<file path="config.mk">
export PLATFORM = sky130hd
export DESIGN_NAME = ps2_host_tx_flat
export DESIGN_NICKNAME = d
export VERILOG_FILES = /design/src/rtl/ps2_host_tx_if.sv /design/src/rtl/ps2_host_tx.sv /design/src/flat_wrapper.sv
export SDC_FILE = /design/constraint.sdc
export NUM_CORES = 1
export LEC_CHECK = 0
export BUFFER_PORTS_ARGS = -buffer_cell sky130_fd_sc_hd__buf_2
export CAP_MARGIN = 10
export CORE_MARGIN = 1.5
export CORE_UTILIZATION = 55
export DETAILED_ROUTE_END_ITERATION = 12
export GPL_ROUTABILITY_DRIVEN = 0
export PLACE_DENSITY = 0.73
export SETUP_SLACK_MARGIN = 0.4
export SLEW_MARGIN = 20
export SYNTH_ARGS = -nofsm -noshare
export SYNTH_HDL_FRONTEND = slang
export SYNTH_SLANG_ARGS = --single-unit
</file>
<file path="constraint.sdc">
create_clock -name clk -period 2.6 [get_ports clk]
set_input_delay 0.78 -clock clk [delete_from_list [all_inputs] [get_ports clk]]
set_output_delay 0.78 -clock clk [all_outputs]
set_load 0.005 [all_outputs]
</file>
<file path="src/rtl/ps2_host_tx_if.sv">
// Command handshake between the mouse controller and the PS/2 host transmitter.
interface ps2_host_tx_if;
  logic [7:0] tx_data;
  logic       tx_valid;
  logic       tx_ready;
  logic       tx_busy;
  logic       tx_done;
  logic       tx_err;

  modport master (output tx_data, tx_valid, input tx_ready, tx_busy, tx_done, tx_err);
  modport slave  (input tx_data, tx_valid, output tx_ready, tx_busy, tx_done, tx_err);
endinterface

</file>
<file path="src/rtl/ps2_host_tx.sv">
// PS/2 host-to-device command transmitter (inhibit, request-to-send, 11-bit frame, ACK check).
// Optional ps2_clk glitch filter enabled by defining PS2_TX_GLITCH_FILTER_EN.
module ps2_host_tx #(
  parameter int unsigned INHIBIT_CYCLES = 10000,
  parameter int unsigned TIMEOUT_CYCLES = 1500000,
  parameter int unsigned FILTER_LEN     = 8
) (
  input  logic          clk,
  input  logic          rst_n,
  ps2_host_tx_if.slave  tx,
  input  logic          ps2_clk_i,
  input  logic          ps2_data_i,
  output logic          ps2_clk_oe,
  output logic          ps2_data_oe
);
  localparam int unsigned IW = (INHIBIT_CYCLES > 1) ? $clog2(INHIBIT_CYCLES) : 1;
  localparam int unsigned TW = $clog2(TIMEOUT_CYCLES + 1);

  typedef enum logic [2:0] {
    S_IDLE, S_INHIBIT, S_REQ, S_SEND, S_ACK, S_WAIT_IDLE, S_DONE, S_ERR
  } state_t;

  state_t          state_q, state_d;
  logic [7:0]      data_q, data_d;
  logic            par_q, par_d;
  logic [IW-1:0]   inh_q, inh_d;
  logic [TW-1:0]   to_q, to_d, to_inc;
  logic [3:0]      k_q, k_d;
  logic            bit_oe_q, bit_oe_d;
  logic            timeout;

  logic clk_meta_q, clk_sync_q, dat_meta_q, dat_sync_q, edge_prev_q;
  logic clk_src, fall;

  always_ff @(posedge clk or negedge rst_n) begin
    if (!rst_n) begin
      clk_meta_q <= 1'b1;
      clk_sync_q <= 1'b1;
      dat_meta_q <= 1'b1;
      dat_sync_q <= 1'b1;
    end else begin
      clk_meta_q <= ps2_clk_i;
      clk_sync_q <= clk_meta_q;
      dat_meta_q <= ps2_data_i;
      dat_sync_q <= dat_meta_q;
    end
  end

`ifdef PS2_TX_GLITCH_FILTER_EN
  localparam int unsigned FW = $clog2(FILTER_LEN + 1);
  logic          filt_q;
  logic [FW-1:0] fcnt_q;

  // Filtered level follows the synced clock only after FILTER_LEN consecutive disagreeing cycles.
  always_ff @(posedge clk or negedge rst_n) begin
    if (!rst_n) begin
      filt_q <= 1'b1;
      fcnt_q <= '0;
    end else if (clk_sync_q != filt_q) begin
      if (fcnt_q == FW'(FILTER_LEN - 1)) begin
        filt_q <= clk_sync_q;
        fcnt_q <= '0;
      end else begin
        fcnt_q <= fcnt_q + 1'b1;
      end
    end else begin
      fcnt_q <= '0;
    end
  end

  assign clk_src = filt_q;
`else
  assign clk_src = clk_sync_q;
`endif

  always_ff @(posedge clk or negedge rst_n) begin
    if (!rst_n) edge_prev_q <= 1'b1;
    else        edge_prev_q <= clk_src;
  end

  assign fall = edge_prev_q & ~clk_src;

  always_ff @(posedge clk or negedge rst_n) begin
    if (!rst_n) begin
      state_q  <= S_IDLE;
      data_q   <= '0;
      par_q    <= 1'b0;
      inh_q    <= '0;
      to_q     <= '0;
      k_q      <= '0;
      bit_oe_q <= 1'b0;
    end else begin
      state_q  <= state_d;
      data_q   <= data_d;
      par_q    <= par_d;
      inh_q    <= inh_d;
      to_q     <= to_d;
      k_q      <= k_d;
      bit_oe_q <= bit_oe_d;
    end
  end

  always_comb begin
    state_d     = state_q;
    data_d      = data_q;
    par_d       = par_q;
    inh_d       = inh_q;
    to_d        = to_q;
    k_d         = k_q;
    bit_oe_d    = bit_oe_q;
    ps2_clk_oe  = 1'b0;
    ps2_data_oe = 1'b0;
    tx.tx_ready = 1'b0;
    tx.tx_done  = 1'b0;
    tx.tx_err   = 1'b0;
    timeout     = (to_q >= TW'(TIMEOUT_CYCLES - 1));
    to_inc      = (to_q == TW'(TIMEOUT_CYCLES)) ? to_q : to_q + 1'b1;

    case (state_q)
      S_IDLE: begin
        tx.tx_ready = 1'b1;
        if (tx.tx_valid) begin
          data_d  = tx.tx_data;
          par_d   = ~^tx.tx_data;
          inh_d   = '0;
          state_d = S_INHIBIT;
        end
      end
      S_INHIBIT: begin
        ps2_clk_oe = 1'b1;
        if (inh_q == IW'(INHIBIT_CYCLES - 1)) begin
          ps2_data_oe = 1'b1;
          state_d     = S_REQ;
        end else begin
          inh_d = inh_q + 1'b1;
        end
      end
      S_REQ: begin
        ps2_data_oe = 1'b1;
        to_d        = '0;
        k_d         = '0;
        bit_oe_d    = 1'b1;
        state_d     = S_SEND;
      end
      S_SEND: begin
        ps2_data_oe = bit_oe_q;
        to_d        = to_inc;
        // k_q holds edges already seen; this edge is k_q+1.
        if (timeout) begin
          state_d = S_ERR;
        end else if (fall) begin
          k_d = k_q + 1'b1;
          if (k_q < 4'd8) begin
            bit_oe_d = ~data_q[k_q[2:0]];
          end else if (k_q == 4'd8) begin
            bit_oe_d = ~par_q;
          end else begin
            bit_oe_d = 1'b0;
            state_d  = S_ACK;
          end
        end
      end
      S_ACK: begin
        to_d = to_inc;
        if (timeout)   state_d = S_ERR;
        else if (fall) state_d = dat_sync_q ? S_ERR : S_WAIT_IDLE;
      end
      S_WAIT_IDLE: begin
        to_d = to_inc;
        if (timeout)                       state_d = S_ERR;
        else if (clk_sync_q && dat_sync_q) state_d = S_DONE;
      end
      S_DONE: begin
        tx.tx_done = 1'b1;
        state_d    = S_IDLE;
      end
      S_ERR: begin
        tx.tx_err = 1'b1;
        state_d   = S_IDLE;
      end
      default: state_d = S_IDLE;
    endcase
  end

  assign tx.tx_busy = (state_q != S_IDLE);
endmodule

</file>
<file path="src/flat_wrapper.sv">
// flat-port wrapper written by rule: the top's interface ports become plain ports
module ps2_host_tx_flat 
#(
  parameter int unsigned INHIBIT_CYCLES = 10000,
  parameter int unsigned TIMEOUT_CYCLES = 1500000,
  parameter int unsigned FILTER_LEN     = 8
)
  (clk, rst_n, ps2_clk_i, ps2_data_i, ps2_clk_oe, ps2_data_oe, tx_tx_data, tx_tx_valid, tx_tx_ready, tx_tx_busy, tx_tx_done, tx_tx_err);
  ps2_host_tx_if tx_i ();
  input  logic clk;
  input  logic rst_n;
  input  logic ps2_clk_i;
  input  logic ps2_data_i;
  output logic ps2_clk_oe;
  output logic ps2_data_oe;
  input wire logic [$bits(tx_i.tx_data)-1:0] tx_tx_data;
  input wire logic [$bits(tx_i.tx_valid)-1:0] tx_tx_valid;
  output wire logic [$bits(tx_i.tx_ready)-1:0] tx_tx_ready;
  output wire logic [$bits(tx_i.tx_busy)-1:0] tx_tx_busy;
  output wire logic [$bits(tx_i.tx_done)-1:0] tx_tx_done;
  output wire logic [$bits(tx_i.tx_err)-1:0] tx_tx_err;
  assign tx_i.tx_data = tx_tx_data;
  assign tx_i.tx_valid = tx_tx_valid;
  assign tx_tx_ready = tx_i.tx_ready;
  assign tx_tx_busy = tx_i.tx_busy;
  assign tx_tx_done = tx_i.tx_done;
  assign tx_tx_err = tx_i.tx_err;
  ps2_host_tx #(.INHIBIT_CYCLES(INHIBIT_CYCLES), .TIMEOUT_CYCLES(TIMEOUT_CYCLES), .FILTER_LEN(FILTER_LEN)) u_core (.clk(clk), .rst_n(rst_n), .tx(tx_i), .ps2_clk_i(ps2_clk_i), .ps2_data_i(ps2_data_i), .ps2_clk_oe(ps2_clk_oe), .ps2_data_oe(ps2_data_oe));
endmodule
</file>
==> run_results.csv, run 1 <==
group,metric,value,unit
synthesis,async_flop_share,100,%
synthesis,synth_edf_count,0,
pwr,ir_drop,0.000467,V
timing,fin_tns_setup,0,ns
timing,min_period_over_period,96.7,%
synthesis,synthCells,312,
grt,grt_use_total,23.0,%
synthesis,synth_flop_cell,"dfrtp_1",
critical_path,slowest_stage,"dfrtp_1",
floorplanning,dieHeight,78.1,microns
timing,clock_skew,0.00549,ns
synthesis,ys_types,48,
placed_design,place_ws,0.279,ns
pwr,p_comb_share,39.0,%
pwr,power.leakage,0.00156,uW
detailed_routing,wl_per_cell,15.6,microns
synthesis,synth_warnings,0,
critical_path,endpoint_kind,"output port",
pwr,power,3300,uW
detailed_routing,vias_per_cell,5.81,
critical_path,crit_required,1.82,ns
timing,period_needed,2.51,ns
detailed_routing,ant_nets,0,
timing,grt_setup_unrepaired,"true",
pwr,powerDensity,874,mW/mm^2
synthesis,synth_common_cells,"52 x dfrtp_1, 40 x nor2_1, 35 x xnor2_1, 17 x nand2_1",
cts,clk_latency,0.33,ns
detailed_routing,drt_pass1_iterations,4,
critical_path,reg2reg_slack,0.45,ns
critical_path,crit_path_max_incr_delay,0.36,ns
hold_path,hp-class,"reg2reg",
floorplanning,initial_core_util,56.7,%
cts,clockBufferDepth,2,
pwr,seq_power_share,36.9,%
pwr,switching_share,36.2,%
floorplanning,die_area,0.00610,sq mm
grt,grt_pass1_vias,2451,
synthesis,synth_top_cell_area_share,41.9,%
placed_design,dp_hpwl,4.19,mm
cts,ctsHoldBuffers,0,
placed_design,io_buffers,18,
floorplanning,core,0.00547,sq mm
cts,htreeDepth,3,
cts,cts_root_buf,"clkbuf_8",
final_layout,area_growth,21.5,%
critical_path,startpoint_type,"flop",
flow_run,maxCapViolations,0,
critical_path,crit_fanout,3,
cts,cts_buffers,9,
timing,hold_viol,0,
synthesis,yosysTopAreaCell,"dfrtp_1",
synthesis,syn_nets,329,
detailed_routing,drc,0,
final_layout,insertedDiodeCount,0,
timing,slew_viol_final,0,
floorplanning,boundaryPins,19,
grt,grt_pass1_wl,11.1,mm
synthesis,synth_seq_cells,57,
pwr,intPower,2100,uW
final_layout,layout-drive-gt1-share,30.1,%
cts,tritoncts,"yes",
grt,grt_start_max_net_pins,33,
timing,fmax,398,MHz
pwr,p_switching,1190,uW
pwr,p_clk_share,24.2,%
timing,worst-slew-pin-transition,0.616,ns
cts,cts.sinks,57,
floorplanning,die_w,78.1,microns
timing,setup_viol,0,
critical_path,crit_chain,"ha_1 > and3_1 > nand4_1 > o31ai_1 > nor2b_2 > buf_2",
status,outcome,"complete, no violations",
critical_path,cp_data_arrival_time,1.73,ns
final_layout,fin_util,68.9,%
grt,antenna_found_initial,0,
synthesis,synth_most_common_cell,"dfrtp_1",
detailed_routing,routed_wl,6.76,mm
synthesis,ys_top_cells_by_area,"dfrtp_1 42%, xnor2_1 9.9%, nor2_1 4.8%",
detailed_routing,vias,2523,
timing,max_slew_margin,58.9,%
floorplanning,rows,27,
final_layout,multi_input_area,0.00166,sq mm
detailed_routing,drt_iter0_markers,180,
critical_path,critPathKind,"reg2out",
synthesis,seq_area_frac_synth,46.2,%
final_layout,fill_cells,414,
synthesis,synth.avg_cell_area,9.95,sq um
grt,grt-ovfl-total,0,
cts,clkSlewWorstSetupHoldPaths,0.06,ns
synthesis,syn_area,0.00310,sq mm
timing,setup_ws,0.0866,ns
final_layout,num-nets-final,374,
final_layout,seq_area,0.00144,sq mm
==> through the flow <==
| stage | cells | area [sq um] | hold WS (ns) |
|---|---|---|---|
| floorplan | 312 | 3100 | 0.345 |
| global placement | 394 | 3290 | 0.346 |
| detailed placement | 394 | 3290 | 0.347 |
| CTS | 421 | 3590 | 0.356 |
| global route | 434 | 3770 | 0.358 |
| finish | 434 | 3770 | 0.354 |
==> worst paths after layout <==
path	start	endpoint	depth (start not counted)
worst max register to register	u_core.to_q[11]	u_core.k_q[0]	6
worst max-delay path	u_core.inh_q[1]	ps2_data_oe	6
max in group asynchronous	rst_n	u_core.state_q[0]	2
worst min register to register	u_core.clk_meta_q	u_core.clk_src	0
min in group asynchronous	rst_n	u_core.data_q[4]	1
worst min-delay path	u_core.clk_meta_q	u_core.clk_src	0
==> cell usage in the layout (no fill, tap or decap), drive strengths merged, types with 2 or more instances in the layout <==
cell and count:
dfrtp 52, buf 49, nor2 40, xnor2 35, nand2 17, clkbuf 14, nand3 13, inv 12
o21ai 12, mux2 11, a211oi 9, nand4 7, nor4 7, a21oi 7, nand2b 6, a2111oi 6
and3 5, dfstp 5, nor3 5, a21o 4, ha 4, o31ai 4, or3 4, or4 3
nor2b 3, nor3b 2, a31oi 2, xor2 2, mux4 2, clkinv 2, nor4b 2, and2 2
==> critical path, delay by kind of cell, from the launching register on <==
kind,cells,cell delay (ns)
compound gates,1,0.20
fa+ha+maj,1,0.19
simple gates,3,0.52
flops,1,0.36
buf+inv,1,0.12
==> per-layer routing <==
layer	share of wire, %	global-route usage [%]	wire (microns)	vias to the layer above
met2	50	37.1	3350	48
met1	45	29.9	3060	1265
met5	0	0	0	-
li1	-	-	-	1197
met3	3.6	6.16	246	13
met4	1.6	8.21	106	0
==> cell families (layout without fill, tap and decap cells) <==
kind of cell	after synthesis	in the layout	synth area share [%]
XOR/XNOR	37	37	10.4
buffers and inverters	28	78	3.59
flip-flops	57	57	46.2
AO/OA/AOI/OAI	52	52	12.6
AND/OR/NAND/NOR	120	120	19.8
multiplexers	14	14	5.77
adder cells (fa/ha/maj)	4	4	1.61
==> power groups by stage <==
stage	Combinational, uW	Sequential (uW)	Clock (uW)
2_1_floorplan	786	1150	0
3_3_place_gp	958	1240	0
3_5_place_dp	974	1250	0
4_1_cts	1080	1210	815
5_1_grt	1420	1240	857
6_report	1290	1220	797
==> sequential cells by signal, indices dropped and copies added, names as in the netlist <==
register            count
u_core.dat_meta_q       1
u_core.bit_oe_q         1
u_core.dat_sync_q       1
u_core.clk_meta_q       1
u_core.clk_src          1
u_core.state_q          3
u_core.edge_prev_q      1
u_core.par_q            1
u_core.data_q           8
u_core.inh_q           14
u_core.k_q              4
u_core.to_q            21
==> area by class of cell <==
type	count	share of cell area (%)
Inverter	13	1.39
Timing Repair Buffer	49	8.99
Multi-Input combinational cell	227	44.0
Clock inverter	2	0.265
Sequential cell	57	38.1
Clock buffer	14	4.84
Tap cell	72	2.39
==> timing repair <==
item                       in CTS  in global routing
setup endpoints to repair      22                 19
buffers inserted               11                 13
resized for setup               8                 23
pin swaps                       3                  9
No activity file was read; power rests on OpenSTA's default activity.
==> run 2, diff against run 1 <==
--- a/config.mk
+++ b/config.mk
@@ -11,7 +11,7 @@
 export CORE_UTILIZATION = 55
 export DETAILED_ROUTE_END_ITERATION = 12
 export GPL_ROUTABILITY_DRIVEN = 0
-export PLACE_DENSITY = 0.73
+export PLACE_DENSITY = 0.77
 export SETUP_SLACK_MARGIN = 0.4
 export SLEW_MARGIN = 20
 export SYNTH_ARGS = -nofsm -noshare
==> run 2 against run 1 <==
Sequential power about the same. Combinational power barely moved. Maximum frequency is 0.63% lower. Worst hold slack improved by 0.0034 ns. Design area down 0.66%. First-iteration DRC count is 15% higher. Final cell count decreased by 0.69%. Wire length is 0.84% higher. Critical endpoint unchanged. Largest cell class unchanged. Sequential cell count unchanged.
==> run_results.csv, run 2 (same netlist as run 1, synthesis figures left out) <==
group,metric,value,unit
status,outcome,"complete, no violations",
floorplanning,core,0.00547,sq mm
pwr,ir_drop,0.000451,V
final_layout,area_growth,20.7,%
critical_path,startpoint_type,"flop",
final_layout,fill_cells,444,
final_layout,largest_register_ffs,21,
hold_path,hp-class,"reg2reg",
timing,whs,0.357,ns
critical_path,critPathKind,"reg2out",
pwr,seq_power_share,37.7,%
cts,cts_buffers,9,
pwr,power.leakage,0.00153,uW
timing,slew_viol_final,0,
timing,hold_viol,0,
pwr,p_comb_share,38.8,%
timing,clock_skew,0.00887,ns
cts,clkSlewWorstSetupHoldPaths,0.07,ns
pwr,p_clk_share,23.5,%
cts,cts.sinks,57,
final_layout,largestRegisters,"u_core.to_q: 21 flops, u_core.inh_q: 14 flops, u_core.data_q: 8 flops",
detailed_routing,ant_nets,0,
hold_path,min_delay_worst_endpoint,"u_core.clk_src",
timing,min_period_over_period,97.3,%
timing,worst-slew-pin-transition,0.692,ns
floorplanning,initial_core_util,56.7,%
critical_path,endpoint_kind,"output port",
grt,grt_use_total,22.8,%
placed_design,dp_hpwl,4.12,mm
grt,grt_start_max_net_pins,31,
cts,clockBufferDepth,2,
timing,fin_tns_setup,0,ns
placed_design,io_buffers,18,
timing,max_slew_margin,53.9,%
cts,htreeDepth,3,
grt,antenna_found_initial,0,
pwr,switching_share,37.2,%
critical_path,crit_fanout,2,
grt,grt-ovfl-total,0,
final_layout,layout_commonest_cell,"dfrtp_1",
cts,tritoncts,"yes",
grt,grt_pass1_vias,2382,
pwr,intPower,2040,uW
floorplanning,boundaryPins,19,
final_layout,insertedDiodeCount,0,
detailed_routing,drt_iter0_markers,207,
final_layout,fin_util,68.4,%
detailed_routing,drt_pass1_iterations,5,
timing,grt_setup_unrepaired,"true",
timing,setup_viol,0,
detailed_routing,vias_per_cell,5.86,
floorplanning,rows,27,
floorplanning,die_area,0.00610,sq mm
floorplanning,dieHeight,78.1,microns
final_layout,num-nets-final,371,
grt,grt_pass1_wl,10.9,mm
final_layout,mostFrequentLayoutCells,"47 x dfrtp_1, 39 x nor2_1, 35 x xnor2_1, 25 x buf_4, 18 x buf_2",
hold_path,holdPathStages,0,
critical_path,reg2reg_slack,0.47,ns
detailed_routing,wl_per_cell,15.8,microns
detailed_routing,drc,0,
critical_path,r2r-end,"u_core.k_q[2]",
critical_path,regToRegStartpoint,"u_core.to_q[11]",
cts,clk_latency,0.34,ns
cts,cts_root_buf,"clkbuf_8",
final_layout,layout-drive-gt1-share,30.1,%
detailed_routing,vias,2527,
timing,period_needed,2.53,ns
detailed_routing,routed_wl,6.82,mm
flow_run,maxCapViolations,0,
floorplanning,die_w,78.1,microns
critical_path,crit_required,1.82,ns
pwr,p_switching,1210,uW
placed_design,dpl_cell_area,0.00329,sq mm
pwr,powerDensity,866,mW/mm^2
pwr,power,3240,uW
final_layout,largest_register,"u_core.to_q",
final_layout,final_area,0.00375,sq mm
critical_path,cp_data_arrival_time,1.75,ns
hold_path,min_from,"u_core.clk_meta_q",
critical_path,reg2regPathDepth,6,
timing,fmax,395,MHz
## run 2: cell count changes in the layout (fill, tap and decap cells not counted), sizes merged
cell	change
clkinvlp	+3
clkbuf	-2
dlymetal6s2s	+1
buf	-4
clkinv	-1
## run 2: power by group through the flow
stage | clock, uW | combinational (uW) | sequential, uW
finish | 762 | 1260 | 1220
global route | 815 | 1380 | 1240
CTS | 766 | 1060 | 1210
detailed placement | 0 | 976 | 1250
global placement | 0 | 952 | 1240
floorplan | 0 | 786 | 1150
## run 2: timing repair
item / CTS / global route
pin swaps: 3 / 9
endpoints found under the hold margin: 0 / 0
gates resized for setup: 9 / 24
buffers inserted: 10 / 11
endpoints found under the setup margin: 21 / 15
hold buffers: 0 / 0
## run 2: how the worst max path moves through the flow
stage                      from            end  slack, ns  depth (start not counted)
2_1_floorplan   u_core.to_q[12]  u_core.k_q[3]       0.46                          6
4_1_cts        u_core.inh_q[12]    ps2_data_oe       0.09                          5
6_report       u_core.inh_q[12]    ps2_data_oe       0.07                          5
3_3_place_gp    u_core.to_q[13]  u_core.k_q[3]       0.34                          6
5_1_grt         u_core.inh_q[1]    ps2_data_oe      -0.04                          6
3_5_place_dp   u_core.inh_q[11]    ps2_data_oe       0.29                          5
## run 2: through the flow
stage | std cells | setup slack, ns
after floorplan | 312 | 0.464
after global placement | 394 | 0.335
after detailed placement | 394 | 0.290
after CTS | 420 | 0.0862
after global routing | 431 | -0.0419
final | 431 | 0.0708
## run 2: worst max-delay path, cell delays in order (launching register included)
cell	delay [ns]
dfrtp_1	0.40
nor4b_2	0.31
nand4_1	0.18
o31ai_2	0.23
nor2b_2	0.18
buf_2	0.11
## run 2: final cells by class
cell class	instances	area [sq um]	area share, %
clock buffers	12	155	4.14
clock inverters	4	27.5	0.735
inverters	13	52.6	1.40
multi-input cells	227	1660	44.3
flip-flops and latches	57	1440	38.4
well taps	72	90.1	2.40
repair buffers	46	322	8.58
## run 2: layer usage
layer	GRT usage (%)	vias up	part of all wire (%)
met5	0	-	0
met4	7.14	0	0.78
met3	6.05	6	4.2
met2	39.6	65	52
met1	27.6	1258	43
li1	-	1198	-
==> run 3, diff against run 2 <==
==> constraint.sdc (replaced) <==
create_clock -name clk -period 3.1 [get_ports clk]
set_input_delay 0.93 -clock clk [delete_from_list [all_inputs] [get_ports clk]]
set_output_delay 0.93 -clock clk [all_outputs]
set_load 0.005 [all_outputs]
==> run 3 against run 2 <==
Non-clock buffer count decreased by 18. Worst hold slack worse by 0.0032 ns. First-iteration DRC count down 23%. Highest routed layer unchanged. Largest cell class unchanged. Register-to-register slack improved by 0.23 ns.
==> run_results.csv, run 3 (same netlist as run 1, synthesis figures left out) <==
group,metric,value,unit
final_layout,insertedDiodeCount,0,
critical_path,crit_fanout,3,
pwr,p_clk_share,23.2,%
critical_path,reg2regPathDepth,7,
timing,setup_viol,0,
critical_path,crit_required,2.17,ns
pwr,switching_share,36.4,%
cts,cts_root_buf,"clkbuf_8",
grt,grt-ovfl-total,0,
cts,clockBufferDepth,2,
critical_path,endpoint_kind,"output port",
detailed_routing,wl_per_cell,15.5,microns
floorplanning,rows,27,
critical_path,critPathBufInv,1,
final_layout,fill_cells,467,
cts,cts_buffers,9,
detailed_routing,drt_iter0_markers,160,
detailed_routing,vias,2380,
cts,cts.sinks,57,
critical_path,critPathKind,"reg2out",
hold_path,hp-class,"reg2reg",
grt,antenna_found_initial,0,
grt,grt_use_total,22.8,%
detailed_routing,routed_wl,6.37,mm
pwr,power,2440,uW
critical_path,slowest_stage,"dfrtp_1",
pwr,seq_power_share,42.4,%
final_layout,multi_input_area,0.00158,sq mm
final_layout,area_growth,12.0,%
timing,fmax,381,MHz
final_layout,largestRegisters,"u_core.to_q: 21 flops, u_core.inh_q: 14 flops, u_core.data_q: 8 flops",
critical_path,crit_family,"simple AND/OR/NAND/NOR gates",
timing,worst-slew-pin-transition,0.801,ns
critical_path,crit_path_max_incr_delay,0.41,ns
grt,grt_pass1_wl,10.9,mm
detailed_routing,ant_nets,0,
timing,clock_skew,0.00925,ns
pwr,p_comb_share,34.5,%
pwr,powerDensity,702,mW/mm^2
detailed_routing,vias_per_cell,5.80,
critical_path,crit_chain,"nor4b_2 > nand4_1 > o31ai_1 > nor2b_1 > buf_2",
floorplanning,boundaryPins,19,
final_layout,largest_register,"u_core.to_q",
final_layout,mostFrequentLayoutCells,"52 x dfrtp_1, 40 x nor2_1, 35 x xnor2_1, 18 x buf_2, 17 x nand2_1",
hold_path,holdPathStages,0,
pwr,p_switching,888,uW
pwr,ir_drop,0.000409,V
cts,clkSlewWorstSetupHoldPaths,0.06,ns
cts,htreeDepth,3,
floorplanning,core,0.00547,sq mm
cts,tritoncts,"yes",
flow_run,maxCapViolations,0,
floorplanning,die_w,78.1,microns
cts,clk_latency,0.33,ns
timing,period_needed,2.63,ns
critical_path,cp_data_arrival_time,1.70,ns
final_layout,largest_register_ffs,21,
grt,grt_start_max_net_pins,35,
detailed_routing,drc,0,
critical_path,startpoint_type,"flop",
pwr,power.leakage,0.00141,uW
floorplanning,die_area,0.00610,sq mm
final_layout,seq_area,0.00143,sq mm
timing,grt_setup_unrepaired,"true",
timing,min_period_over_period,84.8,%
final_layout,layout_commonest_cell,"dfrtp_1",
final_layout,layout-drive-gt1-share,19.5,%
floorplanning,dieHeight,78.1,microns
pwr,intPower,1550,uW
placed_design,dp_hpwl,4.40,mm
placed_design,io_buffers,18,
timing,fin_tns_setup,0,ns
final_layout,num-nets-final,353,
detailed_routing,drt_pass1_iterations,4,
critical_path,cp.depth,5,
timing,slew_viol_final,0,
grt,grt_pass1_vias,2372,
status,outcome,"complete, no violations",
timing,max_slew_margin,46.6,%
floorplanning,initial_core_util,56.7,%
timing,hold_viol,0,
-- run 3: worst reg2reg max path, delay by kind of cell, from the launching register on --
kind	cells	cell delay, ns
flops	1	0.41
buf+inv	1	0.29
xor+xnor	1	0.22
compound gates	2	0.53
simple gates	3	0.83
-- run 3: cell type report --
type,instances,share of cell area (%)
Multi-Input combinational cell,227,45.3
Sequential cell,57,41.2
Timing Repair Buffer,28,5.11
Clock buffer,12,4.18
Tap cell,72,2.59
Inverter,13,1.40
Clock inverter,1,0.144
-- run 3: layer usage --
layer  routed length (microns)  up-vias  GRT usage [%]
met2                      3130       47           38.7
met1                      2920     1167           28.6
met4                        94        0           9.82
met5                         0        -              0
li1                          -     1158              -
met3                       227        8           4.19
-- run 3: what timing repair did --
| action | 4_1_cts | 5_1_grt |
|---|---|---|
| hold buffers | 0 | 0 |
| cloned | 0 | 0 |
| pin swaps | 1 | 3 |
| endpoints found under the setup margin | 2 | 1 |
| setup buffers | 1 | 3 |
| resized for setup | 1 | 1 |
| hold endpoints to repair | 0 | 0 |
-- run 3: path summary, 6_finish.rpt --
check                                  startpoint                end  slack (ns)
worst max-delay path             u_core.inh_q[12]        ps2_data_oe        0.47
worst min-delay path            u_core.dat_meta_q  u_core.dat_sync_q        0.35
worst max register to register    u_core.to_q[12]    u_core.to_q[18]        0.70
worst min register to register  u_core.dat_meta_q  u_core.dat_sync_q        0.35
max in group asynchronous                   rst_n    u_core.inh_q[9]        1.81
min in group asynchronous                   rst_n   u_core.data_q[2]        0.68
-- run 3: power groups by stage --
stage / sequential (uW) / combinational [uW] / clock, uW
3_3_place_gp: 1040 / 778 / 0
2_1_floorplan: 968 / 659 / 0
5_1_grt: 1060 / 936 / 612
4_1_cts: 1040 / 820 / 578
6_report: 1030 / 841 / 565
3_5_place_dp: 1050 / 812 / 0
-- run 3: stage by stage --
step                      hold slack [ns]  cell area [sq um]  utilization (%)  cells  setup slack (ns)
after floorplan                     0.345               3100                -    312             0.955
after global placement              0.347               3280             60.0    393             0.800
after detailed placement            0.347               3280             60.0    393             0.717
after CTS                           0.354               3450             63.0    407             0.444
after global routing                0.358               3470             63.5    410             0.317
final                               0.354               3470             63.5    410             0.473
